[config.mk]
export PLATFORM = sky130hd
export DESIGN_NAME = mem_port_ctrl_flat
export DESIGN_NICKNAME = d
export VERILOG_FILES = /design/src/rtl/mem_port_ctrl_if.sv /design/src/rtl/mem_port_ctrl.sv /design/src/flat_wrapper.sv
export SDC_FILE = /design/constraint.sdc
export NUM_CORES = 1
export LEC_CHECK = 0
export CAP_MARGIN = 20
export CORE_ASPECT_RATIO = 0.9
export CORE_MARGIN = 2
export CORE_UTILIZATION = 40
export DETAILED_ROUTE_END_ITERATION = 10
export PLACE_DENSITY = 0.87
export SYNTH_ARGS = -nofsm -noshare
export SYNTH_HDL_FRONTEND = slang
export SYNTH_SLANG_ARGS = --single-unit
[constraint.sdc]
create_clock -name clk -period 2.65 [get_ports clk]
set_clock_uncertainty 0.2 [all_clocks]
set_input_delay 0.53 -clock clk [delete_from_list [all_inputs] [get_ports clk]]
set_output_delay 0.53 -clock clk [all_outputs]
set_load 0.005 [all_outputs]
[src/rtl/mem_port_ctrl_if.sv]
// rtl/mem_port_ctrl_if.sv - request/grant/response bus between mem_port_ctrl and unified memory
interface mem_port_ctrl_if #(
    parameter int ADDR_W = 32,
    parameter int DATA_W = 32
);
    logic              bus_req;
    logic              bus_we;
    logic [ADDR_W-1:0] bus_addr;
    logic [DATA_W-1:0] bus_wdata;
    logic              bus_gnt;
    logic              bus_rvalid;
    logic [DATA_W-1:0] bus_rdata;

    modport master (
        output bus_req, bus_we, bus_addr, bus_wdata,
        input  bus_gnt, bus_rvalid, bus_rdata
    );

    modport slave (
        input  bus_req, bus_we, bus_addr, bus_wdata,
        output bus_gnt, bus_rvalid, bus_rdata
    );
endinterface

[src/rtl/mem_port_ctrl.sv]
// rtl/mem_port_ctrl.sv - memory port sequencer feeding IR/MDR and stalling the control unit via busy
// Optional alignment check on word accesses enabled by defining MEM_ALIGN_CHECK_EN.
module mem_port_ctrl #(
    parameter int ADDR_W  = 32,
    parameter int DATA_W  = 32,
    parameter int TIMEOUT = 64
) (
    input  logic              clk,
    input  logic              reset,
    input  logic              mem_read,
    input  logic              mem_write,
    input  logic              lorD,
    input  logic              ir_write,
    input  logic [ADDR_W-1:0] pc,
    input  logic [ADDR_W-1:0] alu_out,
    input  logic [DATA_W-1:0] wdata,
    mem_port_ctrl_if.master   bus,
    output logic [DATA_W-1:0] ir,
    output logic [DATA_W-1:0] mdr,
    output logic              busy,
    output logic              err,
    output logic              misalign
);
    localparam logic [1:0] S_IDLE = 2'd0;
    localparam logic [1:0] S_REQ  = 2'd1;
    localparam logic [1:0] S_WAIT = 2'd2;
    localparam logic [1:0] S_DONE = 2'd3;

    localparam logic [15:0] TMO_LAST = 16'(TIMEOUT - 1);

    logic [1:0]        state_q, state_d;
    logic [ADDR_W-1:0] addr_q, addr_d;
    logic              we_q, we_d;
    logic [DATA_W-1:0] wdata_q, wdata_d;
    logic              to_ir_q, to_ir_d;
    logic [DATA_W-1:0] ir_q, ir_d;
    logic [DATA_W-1:0] mdr_q, mdr_d;
    logic [15:0]       tmo_q, tmo_d;
    logic              err_q, err_d;
    logic              mis_q, mis_d;

    logic              req_any;
    logic [ADDR_W-1:0] sel_addr;
    logic              addr_bad;

    assign req_any  = mem_read | mem_write;
    assign sel_addr = lorD ? alu_out : pc;

`ifdef MEM_ALIGN_CHECK_EN
    assign addr_bad = |sel_addr[1:0];
`else
    assign addr_bad = 1'b0;
`endif

    always_comb begin
        state_d = state_q;
        addr_d  = addr_q;
        we_d    = we_q;
        wdata_d = wdata_q;
        to_ir_d = to_ir_q;
        ir_d    = ir_q;
        mdr_d   = mdr_q;
        tmo_d   = tmo_q;
        err_d   = err_q;
        mis_d   = 1'b0;
        case (state_q)
            S_IDLE: begin
                if (req_any) begin
                    addr_d  = sel_addr;
                    we_d    = mem_write;
                    wdata_d = wdata;
                    to_ir_d = ir_write & ~lorD;
                    tmo_d   = 16'd0;
                    // A misaligned access never reaches the bus; DONE still releases the stall.
                    if (addr_bad) begin
                        mis_d   = 1'b1;
                        state_d = S_DONE;
                    end else begin
                        state_d = S_REQ;
                    end
                end
            end
            S_REQ: begin
                tmo_d = tmo_q + 16'd1;
                if (bus.bus_gnt) begin
                    state_d = we_q ? S_DONE : S_WAIT;
                end else if (tmo_q == TMO_LAST) begin
                    err_d   = 1'b1;
                    state_d = S_DONE;
                end
            end
            S_WAIT: begin
                tmo_d = tmo_q + 16'd1;
                if (bus.bus_rvalid) begin
                    if (to_ir_q) ir_d  = bus.bus_rdata;
                    else         mdr_d = bus.bus_rdata;
                    state_d = S_DONE;
                end else if (tmo_q == TMO_LAST) begin
                    err_d   = 1'b1;
                    state_d = S_DONE;
                end
            end
            default: state_d = S_IDLE;
        endcase
    end

    always_ff @(posedge clk) begin
        if (reset) begin
            state_q <= S_IDLE;
            addr_q  <= '0;
            we_q    <= 1'b0;
            wdata_q <= '0;
            to_ir_q <= 1'b0;
            ir_q    <= '0;
            mdr_q   <= '0;
            tmo_q   <= 16'd0;
            err_q   <= 1'b0;
            mis_q   <= 1'b0;
        end else begin
            state_q <= state_d;
            addr_q  <= addr_d;
            we_q    <= we_d;
            wdata_q <= wdata_d;
            to_ir_q <= to_ir_d;
            ir_q    <= ir_d;
            mdr_q   <= mdr_d;
            tmo_q   <= tmo_d;
            err_q   <= err_d;
            mis_q   <= mis_d;
        end
    end

    assign bus.bus_req   = (state_q == S_REQ);
    assign bus.bus_we    = we_q;
    assign bus.bus_addr  = addr_q;
    assign bus.bus_wdata = wdata_q;

    assign busy     = ((state_q == S_IDLE) & req_any) | (state_q == S_REQ) | (state_q == S_WAIT);
    assign ir       = ir_q;
    assign mdr      = mdr_q;
    assign err      = err_q;
    assign misalign = mis_q;
endmodule

[src/flat_wrapper.sv]
// flat-port wrapper written by rule: the top's interface ports become plain ports
module mem_port_ctrl_flat 
#(
    parameter int ADDR_W  = 32,
    parameter int DATA_W  = 32,
    parameter int TIMEOUT = 64
)
  (clk, reset, mem_read, mem_write, lorD, ir_write, pc, alu_out, wdata, ir, mdr, busy, err, misalign, bus_bus_req, bus_bus_we, bus_bus_addr, bus_bus_wdata, bus_bus_gnt, bus_bus_rvalid, bus_bus_rdata);
  mem_port_ctrl_if #(.ADDR_W(ADDR_W), .DATA_W(DATA_W)) bus_i ();
  input  logic clk;
  input  logic reset;
  input  logic mem_read;
  input  logic mem_write;
  input  logic lorD;
  input  logic ir_write;
  input  logic [ADDR_W-1:0] pc;
  input  logic [ADDR_W-1:0] alu_out;
  input  logic [DATA_W-1:0] wdata;
  output logic [DATA_W-1:0] ir;
  output logic [DATA_W-1:0] mdr;
  output logic busy;
  output logic err;
  output logic misalign;
  output wire logic [$bits(bus_i.bus_req)-1:0] bus_bus_req;
  output wire logic [$bits(bus_i.bus_we)-1:0] bus_bus_we;
  output wire logic [$bits(bus_i.bus_addr)-1:0] bus_bus_addr;
  output wire logic [$bits(bus_i.bus_wdata)-1:0] bus_bus_wdata;
  input wire logic [$bits(bus_i.bus_gnt)-1:0] bus_bus_gnt;
  input wire logic [$bits(bus_i.bus_rvalid)-1:0] bus_bus_rvalid;
  input wire logic [$bits(bus_i.bus_rdata)-1:0] bus_bus_rdata;
  assign bus_bus_req = bus_i.bus_req;
  assign bus_bus_we = bus_i.bus_we;
  assign bus_bus_addr = bus_i.bus_addr;
  assign bus_bus_wdata = bus_i.bus_wdata;
  assign bus_i.bus_gnt = bus_bus_gnt;
  assign bus_i.bus_rvalid = bus_bus_rvalid;
  assign bus_i.bus_rdata = bus_bus_rdata;
  mem_port_ctrl #(.ADDR_W(ADDR_W), .DATA_W(DATA_W), .TIMEOUT(TIMEOUT)) u_core (.clk(clk), .reset(reset), .mem_read(mem_read), .mem_write(mem_write), .lorD(lorD), .ir_write(ir_write), .pc(pc), .alu_out(alu_out), .wdata(wdata), .bus(bus_i), .ir(ir), .mdr(mdr), .busy(busy), .err(err), .misalign(misalign));
endmodule
Yosys cells after proc, flatten, opt, wreduce, memory -nomap -nowiden. Cells that the tools add are included.

Eq/ne operators: 6. Bitwise gates (word level): 7. Add/sub/neg operators: 1. Multiplexer cells: 13. Reductions and logical operators: 9.

Operator list (number): $mux W32 (1); $pmux W16 S2 (1); $add A16 B1 Y16 const B (1); $eq A16 B6 Y1 const B (1); $mux W16 (1); $reduce_and A3 Y1 (3); $mux W2 (4); $pmux W2 S3 (1); $mux W1 (4); $ne A2 B2 Y1 const B (2); $reduce_and A2 Y1 (2); $reduce_bool A2 Y1 (2); $or A1 B1 Y1 (3); $and A1 B1 Y1 (2); $eq A2 B1 Y1 const B (1); $eq A2 B2 Y1 const B (1); $logic_not A2 Y1 (1); $ne A2 B1 Y1 const B (1); $not A1 Y1 (2); $pmux W1 S2 (1); $reduce_or A2 Y1 (1).

Output and inout port bits: 133. Word-level logic and storage cells: 45. Bits of input ports: 136. Register bits after elaboration: 149.

Longest topological paths before layout. Gate-level depths: netlist of the first run.

Word-level depth: 4. Depth in mapped cells: 8. Mapped depth without buffers: 6.

Least setup slack after synthesis of the first run. OpenSTA, ideal clock, no wires.

Path kind: flip-flop to flip-flop. From: register u_core.state_q[0]. To: register u_core.tmo_q[14]. Data required time: 2.379 ns. Slack: 0.306 ns. Setup time: 0.071 ns. Arrival time: 2.074 ns. Clock period less this slack: 2.344 ns. Stages on the path, launching flop included: 8. Path buffers: 1. Path through: dfxtp_1 > inv_1 > ha_1 > nor3b_1 > or4_1 > buf_2 > or4_1 > a21oi_1.

Longest elaborated chain between the ends: 4. Elaborated cells on any way between the ends: 8. Those cells by class: 3 x eq/ne; 1 x mux; 4 x reduce/logical.

Ends and longest elaborated chain: start, declared (RTL line mem_port_ctrl.sv:31) `logic [1:0] state_q, state_d;`; start signal, assigned (RTL line mem_port_ctrl.sv:120) `state_q <= state_d;`; $eq A2 B1 Y1 or $eq A2 B2 Y1 (tied branches) (RTL line mem_port_ctrl.sv:66) `case (state_q)`; $reduce_or A2 Y1 (no line); $reduce_bool A2 Y1 (no line); $reduce_and A2 Y1 (no line); end signal, assigned (RTL line mem_port_ctrl.sv:127) `tmo_q <= tmo_d;`; end, declared (RTL line mem_port_ctrl.sv:38) `logic [15:0] tmo_q, tmo_d;`.

Parallel ways exist; a longest one is shown, timed or not. A chain may end at the register's enable or synchronous reset.

Worst setup path after layout of the first run.
From: register u_core.state_q[1]. To: output bus_bus_req.

Longest elaborated chain between the ends: 1.

Ends and longest elaborated chain: $eq A2 B1 Y1 (RTL line mem_port_ctrl.sv:133) `assign bus.bus_req = (state_q == S_REQ);`; end, declared (RTL line flat_wrapper.sv:24) `output wire logic [$bits(bus_i.bus_req)-1:0] bus_bus_req;`.

No other way between the ends.

==> results.rst, run 1 <==
.. list-table::
   :header-rows: 1

   * - Metric
     - Value
   * - RSZ-0062 raised after global routing
     - false
   * - Post-synthesis sequential element count
     - roughly 150
   * - Remaining routing DRC violations
     - 0
   * - Number of max-cap violations
     - 0
   * - Commonest cells in the netlist
     - nand2_1, dfxtp_1, a21oi_1
   * - Remaining antenna violation count after routing
     - 0
   * - Worst Min Path Start
     - u_core.bus.bus_wdata[7]
   * - Total length of routed wires
     - 17.6 mm
   * - Number of buffers inserted for hold repair after clock tree synthesis
     - 0
   * - Worst VDD drop
     - between 400 and 500 µV
   * - Synthesis-to-layout area growth
     - 61.3%
   * - Count of clock tree sinks
     - 149
   * - Post-synthesis cell count
     - roughly 700
   * - Cells traversed along the worst timing path
     - inv_1, ha_1, buf_4, clkdlybuf4s50_1
   * - Source of the critical timing path
     - u_core.state_q[1]
   * - Leak Pwr
     - approximately 3.4 nW
   * - Iteration-0 DRC Markers
     - about 270
   * - Post-layout net count
     - between 1000 and 1500
   * - Worst-case hold slack
     - between 0.2 and 0.3 ns
   * - Total placed instance area
     - ~0.0087 mm²
   * - Critical Path Fanout Max
     - 6
   * - Unique cell type count in the Yosys netlist
     - 39
   * - Outcome
     - finished, final reports clean
   * - Number of inserted filler cells in the final layout
     - about 1200
   * - Routed length per instance
     - 15.1 µm
   * - Cell taking the most area after synthesis
     - dfxtp_1
   * - Cell types with the largest area share after synthesis
     - dfxtp_1, nand2_1, a21oi_1, mux2i_1, a211oi_1
   * - Post-placement cell count
     - 1128
   * - Synthesis warning total
     - 0
   * - Worst path bufs/invs
     - 3
   * - Wire length of the first global-routing pass
     - ~28 mm
   * - Pre-antenna DRT Iters
     - 4
   * - Clk Tree Root Cell
     - clkbuf_16
   * - Sequential share of the synthesized area
     - a little over 50%
   * - Worst rel slew slack
     - between 30% and 40%
   * - Number of antenna violations at the first check in global routing
     - 2
   * - Die outline area
     - 0.0154 mm²
   * - Clock buffers created by TritonCTS
     - 17
   * - I/O Buffers
     - approximately 270
   * - Initial Util
     - 40.9%
   * - Post-route fraction of the period consumed by the critical path
     - 94.5%
   * - Worst setup slack before clock tree synthesis
     - -0.125 ns
   * - Die Y-Extent
     - around 120 µm
   * - Worst path top cell family by delay
     - buffers and inverters
   * - Cell with the most instances after synthesis
     - nand2_1
   * - Crit end category
     - primary output
   * - Total number of H-tree levels
     - 4
   * - Most common flop cell mapped by yosys
     - dfxtp_1
   * - Number of nets in the synthesized netlist
     - ~840
   * - Final weighted congestion in routability-driven placement
     - 0.858
   * - Post-cts sizing count
     - 12
   * - Largest stage delay on the critical path
     - 0.53 ns
   * - Slowest stage cell, crit path
     - clkdlybuf4s50_1
   * - Grt ovf
     - 0
   * - Maximum number of pins on one net before global-route repair
     - around 140
   * - Final worst slack
     - ~0.15 ns
   * - Pin slew with the least headroom to its limit
     - 0.979 ns
   * - All-Layer GR Usage
     - 23.1%
   * - Final core utilization
     - between 60% and 70%
   * - Via count of the first global-routing pass
     - between 5000 and 6000
   * - Required time of the worst setup path
     - around 1.9 ns
   * - Cell area after layout
     - between 0.009 and 0.01 mm²
   * - Startpoint class of the critical path
     - flop
   * - Routed vias/inst
     - between 4 and 5
   * - Number of failing setup endpoints in the final timing report
     - 0
   * - Async set-or-reset flop fraction in the synthesized netlist
     - 0%
   * - Post-CTS Setup Inserts
     - 0
   * - Clock insertion delay at the later pin of the skew report
     - just over 0.4 ns
   * - Horizontal die dimension
     - roughly 130 µm
   * - Site Rows
     - slightly above 40
   * - Pwr Density
     - 768 mW/mm²
   * - Share of the synthesized area in the top cell type
     - between 50 and 60%
   * - Data arrival at the endpoint of the critical path
     - between 1.5 and 2 ns
   * - Clock slew at the register clock pins of the worst setup and hold paths
     - about 0.060 ns
   * - Cell Count, Final, Fillers Out
     - 1162
   * - Number of synthesized flops with an enable pin
     - 0
   * - F_max
     - 399 MHz
   * - Critical R2R Launch
     - u_core.state_q[1]
   * - DP HPWL
     - roughly 12 mm
   * - Buffer depth of the longest clock path
     - 2
   * - Final period demand of the worst path
     - 2.50 ns
   * - Hold crit path type
     - flop to flop
   * - Proportion of layout cells with a drive suffix above 1
     - ~6.6%
   * - Clock tree from TritonCTS
     - yes
   * - Total via count after detailed routing
     - 5789
   * - Area of the core
     - 0.0141 mm²
   * - Type of the worst setup path
     - flop to primary output
   * - Total standard cell area after synthesis
     - ~0.0058 mm²
   * - Number of primary I/O pins
     - around 270
   * - Final Hold Fails
     - 0
   * - Number of pins with negative max-slew slack in the final report
     - 0
   * - Avg Cell Area, Syn
     - between 8 and 9 µm²
## registers in the layout (all words and copies together) (netlist names)
signal / cells
u_core.state_q: 2
u_core.bus.bus_we: 1
u_core.bus.bus_wdata: 32
u_core.ir: 32
u_core.mdr: 32
u_core.tmo_q: 16
u_core.to_ir_q: 1
u_core.err: 1
u_core.bus.bus_addr: 32
## kinds of logic (layout without fill, tap and decap cells)
kind of cell    Yosys count  after routing  share of synthesized area, %
buf+inv                  57            325                          3.83
mux                      32             32                          5.57
other cells               1              3                        0.0652
simple gates            287            287                          20.5
xor+xnor                  7              7                          1.07
compound gates          160            160                          15.8
fa+ha+maj                 6              6                          1.30
flops                   149            149                          51.8
## area by class of cell
type                            instances  area (µm²)  share of cell area [%]
Multi-Input combinational cell        493        2590                    27.9
Tap cell                              193         241                    2.60
Inverter                                5        18.8                   0.202
Clock inverter                         10        95.1                    1.02
Antenna cell                            2        5.00                  0.0539
Sequential cell                       149        2990                    32.2
Clock buffer                           22         484                    5.22
Timing Repair Buffer                  288        2860                    30.8
## path summary, 6_finish.rpt
| kind | cells after the start | slack [ns] | endpoint |
|---|---|---|---|
| worst max-delay path | 4 | 0.15 | bus_bus_req |
| worst min-delay path | 2 | 0.25 | u_core.bus.bus_wdata[7] |
| worst max register to register | 7 | 0.31 | u_core.tmo_q[10] |
| worst min register to register | 2 | 0.25 | u_core.bus.bus_wdata[7] |
## where the power goes
group / internal, mW / leakage (nW) / switching, mW
Sequential: 2.56 / 1.22 / 0.178
Clock: 1.39 / 0.271 / 0.938
Combinational: 1.08 / 1.87 / 0.980
## per-stage QoR
step | TNS (ns) | total power, mW
6_report | 0 | 7.13
5_1_grt | 0 | 7.49
2_1_floorplan | 0 | 3.66
3_3_place_gp | -0.298 | 4.75
4_1_cts | 0 | 7.18
3_5_place_dp | -0.625 | 4.81
## cells in the final DEF (no fill, tap or decap), drive strengths merged, types with 3 or more instances in the layout
cell type	instances
ha	6
nand4	3
mux2i	32
nand3	9
or4	6
nand2	203
dlygate4sd2	3
clkinvlp	5
clkbuf	22
buf	23
xnor2	4
dfxtp	149
nor3	4
nor2	45
clkdlybuf4s50	262
inv	7
a21oi	109
or3	6
o21ai	8
xor2	3
a211oi	34
## worst reg2reg max path, cell delays in order, from the launching register on
cell and delay, ns:
dfxtp_4 0.38, inv_1 0.09, ha_4 0.19, nor3b_1 0.16, or4_1 0.59, buf_4 0.18
or3_1 0.34, a21oi_1 0.14
## routing by layer
metal	vias to the layer above	global-route usage (%)	part of all wire [%]	wire, µm
li1	2884	-	-	-
met1	2670	26.3	40	6990
met2	199	39.2	49	8650
met3	36	7.77	8.2	1440
met4	0	9.57	3.0	525
met5	-	0	0	0
(Power assumes the default switching activity.)
==> run 2: changes to the inputs <==
--- a/config.mk
+++ b/config.mk
@@ -5,6 +5,7 @@
 export SDC_FILE = /design/constraint.sdc
 export NUM_CORES = 1
 export LEC_CHECK = 0
+export ABC_AREA = 0
 export CAP_MARGIN = 20
 export CORE_ASPECT_RATIO = 0.9
 export CORE_MARGIN = 2
==> results of run 2 <==
Same layout as run 1: the final DEF is identical, and so are final timing and power.
==> run 3: changes to the inputs <==
--- a/config.mk
+++ b/config.mk
@@ -7,11 +7,12 @@
 export LEC_CHECK = 0
 export ABC_AREA = 0
 export CAP_MARGIN = 20
-export CORE_ASPECT_RATIO = 0.9
+export CORE_ASPECT_RATIO = 0.8
 export CORE_MARGIN = 2
 export CORE_UTILIZATION = 40
 export DETAILED_ROUTE_END_ITERATION = 10
 export PLACE_DENSITY = 0.87
+export SKIP_CTS_REPAIR_TIMING = 1
 export SYNTH_ARGS = -nofsm -noshare
 export SYNTH_HDL_FRONTEND = slang
 export SYNTH_SLANG_ARGS = --single-unit
==> run 3 against run 2 <==
  * Total power is 1.2% higher
  * Die area hardly changed
  * Global-route usage is 0.24 points lower
  * Via count is 0.41% lower
  * Critical endpoint unchanged
  * Largest cell class unchanged
  * Highest routed layer unchanged
==> results.rst, run 3 (synthesized netlist as in run 1, its figures left out) <==
.. list-table::
   :header-rows: 1

   * - Metric
     - Value
   * - Final period demand of the worst path
     - roughly 2.5 ns
   * - DP HPWL
     - ~12 mm
   * - Worst Min Path Start
     - u_core.bus.bus_wdata[19]
   * - Number of pins with negative max-slew slack in the final report
     - 0
   * - Worst Reg2Reg Path Length in Cells
     - 5
   * - Type of the worst setup path
     - flop to primary output
   * - Via count of the first global-routing pass
     - about 5600
   * - Remaining routing DRC violations
     - 0
   * - Remaining antenna violation count after routing
     - 0
   * - Post-placement cell count
     - roughly 1100
   * - Proportion of layout cells with a drive suffix above 1
     - under 10%
   * - Clock insertion delay at the later pin of the skew report
     - about 0.41 ns
   * - Critical Path Fanout Max
     - 7
   * - Critical R2R Launch
     - u_core.state_q[0]
   * - Buffer depth of the longest clock path
     - 2
   * - Iteration-0 DRC Markers
     - between 300 and 400
   * - I/O Buffers
     - 267
   * - Clock tree from TritonCTS
     - yes
   * - Data arrival at the endpoint of the critical path
     - between 1.5 and 2 ns
   * - Outcome
     - finished, final reports clean
   * - Most common cell after layout, fill and taps aside
     - clkdlybuf4s50_1
   * - Grt ovf
     - 0
   * - Number of max-cap violations
     - 0
   * - Number of antenna violations at the first check in global routing
     - 2
   * - Count of clock tree sinks
     - about 150
   * - Number of failing setup endpoints in the final timing report
     - 0
   * - Initial Util
     - between 40 and 50%
   * - Clock buffers created by TritonCTS
     - 17
   * - Number of primary I/O pins
     - 269
   * - Total length of routed wires
     - around 17 mm
   * - Required time of the worst setup path
     - 1.92 ns
   * - Clk Tree Root Cell
     - clkbuf_16
   * - Clock slew at the register clock pins of the worst setup and hold paths
     - 0.06 ns
   * - Endpoint of the worst hold-timing path
     - u_core.bus.bus_wdata[19]
   * - Site Rows
     - 39
   * - Total via count after detailed routing
     - ~5800
   * - Worst hold path cell count
     - 2
   * - Worst rel slew slack
     - 37.2%
   * - Total placed instance area
     - 0.00861 mm²
   * - Synthesis-to-layout area growth
     - 60.7%
   * - Final weighted congestion in routability-driven placement
     - 0.801
   * - Pre-antenna DRT Iters
     - 4
   * - Leak Pwr
     - around 3.4 nW
   * - Pwr Density
     - a little under 800 mW/mm²
   * - All-Layer GR Usage
     - between 20% and 30%
   * - Routed length per instance
     - roughly 15 µm
   * - Hold crit path type
     - flop to flop
   * - Startpoint class of the critical path
     - flop
   * - Cell Count, Final, Fillers Out
     - between 1000 and 1500
   * - Maximum number of pins on one net before global-route repair
     - between 90 and 100
   * - Final Hold Fails
     - 0
   * - Die outline area
     - ~0.015 mm²
   * - Horizontal die dimension
     - between 100 and 150 µm
   * - Flop-to-flop setup slack
     - ~0.22 ns
   * - Total number of H-tree levels
     - 4
   * - Wire length of the first global-routing pass
     - about 28 mm
   * - Routed vias/inst
     - around 5
   * - Post-route fraction of the period consumed by the critical path
     - between 90% and 100%
   * - Area of the core
     - between 0.01 and 0.015 mm²
   * - Highest-count cells in the layout ignoring fill and taps
     - clkdlybuf4s50_1, nand2_1, dfxtp_1
   * - R2r endpoint
     - u_core.tmo_q[13]
   * - F_max
     - between 400 and 500 MHz
   * - Cell area after layout
     - between 0.009 and 0.01 mm²
   * - Worst VDD drop
     - 543 µV
   * - RSZ-0062 raised after global routing
     - false
   * - Die Y-Extent
     - about 110 µm
   * - Pin slew with the least headroom to its limit
     - roughly 0.94 ns
   * - Crit end category
     - primary output
   * - Post-layout net count
     - roughly 1100
==> run 3: per-layer routing <==
metal,global-route usage (%),share of wire [%]
met5,0,0
met4,8.16,2.9
met3,9.29,8.7
met2,39.8,49
met1,25.0,40
==> run 3: how the worst max path moves through the flow <==
stage                            startpoint  slack (ns)                to  cells past startpoint
after floorplan           u_core.state_q[0]        0.31  u_core.tmo_q[14]                      7
after global placement             mem_read       -0.06              busy                      4
after detailed placement          mem_write       -0.11  u_core.tmo_q[10]                      7
after CTS                 u_core.state_q[1]       -0.22              busy                      5
after global routing      u_core.state_q[1]        0.10       bus_bus_req                      3
final                     u_core.state_q[1]        0.17       bus_bus_req                      3
==> run 3: report_power, final <==
group	leakage (nW)	internal [mW]	switching, mW
registers	1.22	2.56	0.170
logic	1.85	1.07	0.959
clock network	0.298	1.53	0.929
total	3.37	5.16	2.06
==> run 3: layout make-up <==
type,count,area (µm²)
fillers,1189,4900
flip-flops and latches,149,2990
repair buffers,285,2820
multi-input cells,493,2580
clock buffers,20,457
well taps,184,230
clock inverters,11,150
inverters,5,18.8
diodes,2,5.00
==> run 3: worst max-delay path, stage by stage (launching register included) <==
cell and delay, ns:
dfxtp_4 0.36, inv_1 0.13, ha_2 0.28, clkdlybuf4s50_1 0.56
==> run 3: stage by stage <==
step,setup WS [ns],setup TNS [ns],total power [mW],hold slack [ns],utilization [%]
CTS,-0.220,-0.220,7.25,0.255,65.1
detailed placement,-0.106,-0.480,4.77,0.246,60.8
global route,0.105,0,7.63,0.272,65.4
global placement,-0.0599,-0.236,4.73,0.241,60.8
finish,0.167,0,7.22,0.252,65.4
floorplan,0.306,0,3.66,0.253,-
